<file path="src/rtl/value_cmd_pkg.sv">
// value_cmd_pkg: shared state, opcode and blanking definitions for the value command sequencer
package value_cmd_pkg;
  typedef enum logic [2:0] {
    S_IDLE,
    S_MRU_CMD,
    S_MRU_WAIT,
    S_BCD_CMD,
    S_BCD_WAIT,
    S_LATCH
  } state_t;
  typedef enum logic {
    OP_GET = 1'b0,
    OP_SET = 1'b1
  } op_t;
  localparam logic [3:0] BLANK = 4'hF;
endpackage

</file>
<file path="src/rtl/value_cmd_blank.sv">
// value_cmd_blank: leading-zero blanking of BCD digits into eight display nibbles
module value_cmd_blank
  import value_cmd_pkg::*;
#(
  parameter int DIGITS = 5
) (
  input  logic [4*DIGITS-1:0] i_digits,
  output logic [31:0]         o_disp
);
  logic w_seen;
  // scan from the top digit down; once a nonzero digit (or digit 0) is seen, show the rest
  always_comb begin
    o_disp = {8{BLANK}};
    w_seen = 1'b0;
    for (int i = DIGITS - 1; i >= 0; i--) begin
      w_seen = w_seen | (|i_digits[4*i +: 4]) | (i == 0);
      o_disp[4*i +: 4] = w_seen ? i_digits[4*i +: 4] : BLANK;
    end
  end
endmodule

</file>
<file path="src/rtl/value_cmd_ctrl.sv">
// value_cmd_ctrl: sequences set/get requests through the value store and BCD converter
module value_cmd_ctrl
  import value_cmd_pkg::*;
#(
  parameter int WIDTH   = 16,
  parameter int DIGITS  = 5,
  parameter int TIMEOUT = 1024
) (
  input  logic                clk,
  input  logic                rst,
  input  logic                en,
  input  logic                set_i,
  input  logic                get_i,
  input  logic [WIDTH-1:0]    switch,
  output logic                mru_start,
  output logic                mru_we,
  output logic [WIDTH-1:0]    mru_wdata,
  input  logic                mru_done,
  input  logic [WIDTH-1:0]    mru_rdata,
  output logic                bcd_start,
  output logic [WIDTH-1:0]    bcd_bin,
  input  logic                bcd_done,
  input  logic [4*DIGITS-1:0] bcd_digits,
  output logic [31:0]         disp_digits,
  output logic                disp_valid,
  output logic                busy,
  output logic                err
);
  localparam int CW = $clog2(TIMEOUT);
  localparam logic [CW-1:0] TMAX = CW'(TIMEOUT - 1);
  state_t              r_state;
  op_t                 r_op, r_pop, w_a_op, w_b_op;
  logic                r_pv, r_set_d, r_get_d, w_set, w_get, w_a_v, w_b_v, w_drop;
  logic [WIDTH-1:0]    r_data, r_pd, w_a_data;
  logic [CW-1:0]       r_cnt;
  logic [4*DIGITS-1:0] r_digits;
  logic [31:0]         w_blank, r_disp;
  logic                r_mru_start, r_mru_we, r_bcd_start, r_disp_valid, r_err;
  logic [WIDTH-1:0]    r_mru_wdata, r_bcd_bin;
  assign w_set = en & set_i & ~r_set_d;
  assign w_get = en & get_i & ~r_get_d;
  // candidates ordered pending, set, get: first one runs (or is held), second queues, third drops
  assign w_a_v    = r_pv | w_set | w_get;
  assign w_b_v    = (r_pv & (w_set | w_get)) | (w_set & w_get);
  assign w_a_op   = r_pv ? r_pop : (w_set ? OP_SET : OP_GET);
  assign w_b_op   = (r_pv & w_set) ? OP_SET : OP_GET;
  assign w_a_data = r_pv ? r_pd : switch;
  assign w_drop   = (r_state == S_IDLE) ? (r_pv & w_set & w_get) : w_b_v;
  value_cmd_blank #(.DIGITS(DIGITS)) u_blank (.i_digits(r_digits), .o_disp(w_blank));
  assign mru_start   = r_mru_start;
  assign mru_we      = r_mru_we;
  assign mru_wdata   = r_mru_wdata;
  assign bcd_start   = r_bcd_start;
  assign bcd_bin     = r_bcd_bin;
  assign disp_digits = r_disp;
  assign disp_valid  = r_disp_valid;
  assign busy        = r_state != S_IDLE;
  assign err         = r_err;
  // command sequencer: edge capture, pending slot, store/converter handshakes and timeout
  always_ff @(posedge clk) begin
    if (rst) begin
      r_state      <= S_IDLE;
      r_set_d      <= 1'b0;
      r_get_d      <= 1'b0;
      r_pv         <= 1'b0;
      r_pop        <= OP_GET;
      r_pd         <= '0;
      r_op         <= OP_GET;
      r_data       <= '0;
      r_cnt        <= '0;
      r_digits     <= '0;
      r_mru_start  <= 1'b0;
      r_mru_we     <= 1'b0;
      r_mru_wdata  <= '0;
      r_bcd_start  <= 1'b0;
      r_bcd_bin    <= '0;
      r_disp       <= '1;
      r_disp_valid <= 1'b0;
      r_err        <= 1'b0;
    end else begin
      r_mru_start <= 1'b0;
      r_bcd_start <= 1'b0;
      if (en) begin
        r_set_d <= set_i;
        r_get_d <= get_i;
        r_err   <= r_err | w_drop;
        if (r_state != S_IDLE && !r_pv) begin
          r_pv  <= w_a_v;
          r_pop <= w_a_op;
          r_pd  <= w_a_data;
        end
        case (r_state)
          S_IDLE: if (w_a_v) begin
            r_op    <= w_a_op;
            r_data  <= w_a_data;
            r_pv    <= w_b_v;
            r_pop   <= w_b_op;
            r_pd    <= switch;
            r_state <= S_MRU_CMD;
          end
          S_MRU_CMD: begin
            r_mru_start <= 1'b1;
            r_mru_we    <= r_op == OP_SET;
            r_mru_wdata <= r_data;
            r_cnt       <= '0;
            r_state     <= S_MRU_WAIT;
          end
          S_MRU_WAIT: if (mru_done) begin
            r_bcd_bin <= (r_op == OP_SET) ? r_data : mru_rdata;
            r_state   <= S_BCD_CMD;
          end else if (r_cnt == TMAX) begin
            r_err   <= 1'b1;
            r_state <= S_IDLE;
          end else r_cnt <= r_cnt + 1'b1;
          S_BCD_CMD: begin
            r_bcd_start <= 1'b1;
            r_cnt       <= '0;
            r_state     <= S_BCD_WAIT;
          end
          S_BCD_WAIT: if (bcd_done) begin
            r_digits <= bcd_digits;
            r_state  <= S_LATCH;
          end else if (r_cnt == TMAX) begin
            r_err   <= 1'b1;
            r_state <= S_IDLE;
          end else r_cnt <= r_cnt + 1'b1;
          S_LATCH: begin
            r_disp       <= w_blank;
            r_disp_valid <= 1'b1;
            r_state      <= S_IDLE;
          end
          default: r_state <= S_IDLE;
        endcase
      end
    end
  end
endmodule

</file>
<file path="config.mk">
export PLATFORM = sky130hd
export DESIGN_NAME = value_cmd_ctrl
export DESIGN_NICKNAME = d
export VERILOG_FILES = /design/src/rtl/value_cmd_pkg.sv /design/src/rtl/value_cmd_blank.sv /design/src/rtl/value_cmd_ctrl.sv
export SDC_FILE = /design/constraint.sdc
export NUM_CORES = 1
export LEC_CHECK = 0
export ABC_CLOCK_PERIOD_IN_PS = 1850
export CAP_MARGIN = 20
export CORE_UTILIZATION = 40
export CTS_CLUSTER_SIZE = 30
export DETAILED_ROUTE_END_ITERATION = 12
export GPL_TIMING_DRIVEN = 0
export HOLD_SLACK_MARGIN = 0.05
export PLACE_DENSITY = 0.7
export SLEW_MARGIN = 10
export SYNTH_ARGS = -nofsm -noshare
export SYNTH_HDL_FRONTEND = slang
export SYNTH_SLANG_ARGS = --single-unit
</file>
<file path="constraint.sdc">
create_clock -name clk -period 1.85 [get_ports clk]
set_input_delay 0.37 -clock clk [delete_from_list [all_inputs] [get_ports clk]]
set_output_delay 0.37 -clock clk [all_outputs]
set_load 0.05 [all_outputs]
</file>
==> impl_metrics.toml <==
[critical_path]
crit_type = "reg2reg"
required_ns = 2.20
endpoint_kind = "register"
cp_max_fo = 5
crit_arrival_ns = 2.23
startpoint_type = "register"

[cells_and_area]
synthToLayoutAreaGrowth_pct = 42.1
final_common_cell = "dfxtp_1"
regArea_sq_um = 2550
multiInputGateArea_sq_um = 2570
instances_no_fill = 923
fillers = 1074
final_cell_mix = "dfxtp_1, nand2_1, nor2_1, dlygate4sd2_1, clkdlybuf4s50_1"
final_nets = 798
final_area_sq_um = 7430
diodes = 0
layout-drive-gt1-share_pct = 12.6

[floorplan]
num_rows = 41
die_w_um = 116
pin_count = 129
die_y_um = 116
start_util_pct = 41.2
core_sq_um = 12700
dieArea_sq_um = 13500

[logic_synthesis]
synth_xor_area_share_pct = 0.670
synthAdderAreaFrac_pct = 0.239
synth_cell_types = 47
yosysWarnings = 0
synth_top_family_by_area = "simple AND/OR/NAND/NOR gates"
synthCells = 590
netlist_area_sq_um = 5230
synth-seq-cells = 127
synth-simple-area-share_pct = 19.4
avgSynthCellArea_sq_um = 8.86
ys_seq_area_share_pct = 48.6
synth.mux.area_fraction_pct = 9.79
synth-compound-area-share_pct = 16.0

[detailed_routing]
met1_length_mm = 6.15
drt_iter0_markers = 424
wl_met3_um = 657
via_count = 4740
top_layer = "met4"
dr_wl_met2_mm = 6.67
wirelength_mm = 14.0
ant_nets = 0
drc = 0
firstDrtPassIters = 5
wire_per_inst_um = 15.1
viasPerCell = 5.14

[run_status]
violations = "negative setup slack"
status = "finished with violations"

[cts]
cts_buffer_depth = 2
numCtsBuffers = 17
clockRootBuffer = "clkbuf_16"
numClockSinks = 127
clk_latency_ns = 0.42
cts_tree = "built"
cts.htree.levels = 4
cts.clk_slew.worst_paths_ns = 0.06

[sta]
worstMarginPinSlew_ns = 0.687
maxSlewHeadroom_pct = 54.2
fmax_mhz = 532
maxSlewViolCount = 0
finalSetupViolations = 1
min_period_over_period_pct = 102
hold_violations = 0
rsz0062_at_grt = "yes"
finalWorstSetupSlack_ns = -0.0281
fin_skew_ns = 0.00640
period_minus_slack_ns = 1.88
tns_ns = -0.0281

[place]
place_area_sq_um = 6650
dp_hpwl_mm = 10.4
place_inst = 888
post-place-ws_ns = -0.629
numPortBuffers = 115
finalWeightedCongestion = 0.846

[global_route]
grt_antenna_before_repair = 0
first_global_vias = 4521
grt_use_total_pct = 21.0
grt_max_degree = 17
grt_pass1_wl_mm = 21.6
grt-ovfl-total = 0

[pwr]
p_leak_nw = 2.84
p_per_area_nw_per_um2 = 1010
power_mw = 7.50
ir_drop_v = 0.000739

[worst_hold_path]
hold_class = "in2reg"

[job]
maxCapViolations = 0
[layout make-up]
type                            instances  share of cell area, %
Buffer                                 48                   3.81
Inverter                                3                  0.152
Timing Repair Buffer                  121                   15.1
Sequential cell                       127                   34.3
Clock buffer                           18                   5.91
Multi-Input combinational cell        420                   34.6
Tap cell                              172                   2.90
Clock inverter                         14                   3.18
[worst max-delay path, cell delays in order (launching register included)]
cell     delay, ns
dfxtp_4       0.36
nand2_4       0.04
or4_4         0.58
a21o_4        0.26
or4_4         0.41
a21oi_2       0.15
[through the flow]
stage	hold WS (ns)	util [%]
finish	0.350	58.6
global route	0.346	58.6
CTS	0.328	57.9
detailed placement	0.449	52.4
global placement	0.442	52.4
floorplan	0.435	-
[power by group]
| part | internal, mW | switching [mW] |
|---|---|---|
| Combinational | 0.351 | 0.450 |
| Clock | 2.56 | 1.22 |
| Sequential | 2.83 | 0.0825 |
[kinds of logic after synthesis]
family / count (synthesis)
mux: 51
simple gates: 223
xor+xnor: 4
other cells: 1
compound gates: 128
fa+ha+maj: 1
buf+inv: 55
flops: 127
[routing by layer]
metal | GRT usage (%) | vias to the layer above
li1 | - | 2342
met1 | 25.1 | 2217
met2 | 35.0 | 147
met3 | 5.24 | 34
met4 | 10.9 | 0
met5 | 0 | -
[worst paths after layout]
path                                  start     endpoint  slack, ns  depth (start not counted)
worst max-delay path             r_state[2]     r_cnt[5]      -0.03                          5
worst min-delay path                     en    bcd_start       0.35                          3
worst max register to register   r_state[2]     r_cnt[5]      -0.03                          5
worst min register to register  r_digits[0]  r_digits[0]       0.46                          2
[synthesized netlist by cell type, drive strengths merged]
cell	number	area share (%)
a211o	5	0.84
a211oi	38	5.5
a21o	2	0.43
a21oi	48	4.7
a311oi	1	0.17
a31oi	1	0.12
a32oi	1	0.17
a41o	1	0.19
and3	2	0.24
and4	2	0.34
buf	21	2.8
clkbuf	31	2.2
conb	1	0.072
dfxtp	127	49
ha	1	0.24
inv	3	0.22
mux2	1	0.22
mux2i	50	9.6
nand2	89	6.4
nand2b	23	2.8
nand3	7	0.67
nand3b	2	0.29
nand4	2	0.24
nor2	69	5.0
nor2b	10	1.2
nor3	4	0.48
nor4	5	0.60
o211a	1	0.19
o211ai	2	0.29
o21ai	5	0.48
o22ai	16	1.9
o311ai	2	0.34
o31ai	4	0.57
o41ai	1	0.17
or3	2	0.24
or3b	1	0.17
or4	5	0.79
xnor2	4	0.67
[sequential cells by signal (all words and copies together), names as in the netlist, 3 cells and up]
name and flops:
mru_wdata 16, r_cnt 10, bcd_bin 16, r_data 16, r_state 3, r_pd 16, r_digits 20, disp_digits 20
[repair_timing]
item | CTS | global route
hold buffers | 0 | 0
setup endpoints to repair | 147 | 67
hold endpoints to repair | 0 | 0
buffers inserted | 2 | 4
resized for setup | 95 | 20
pin swaps | 2 | 6
cloned | 0 | 1
(Power assumes the default switching activity.)
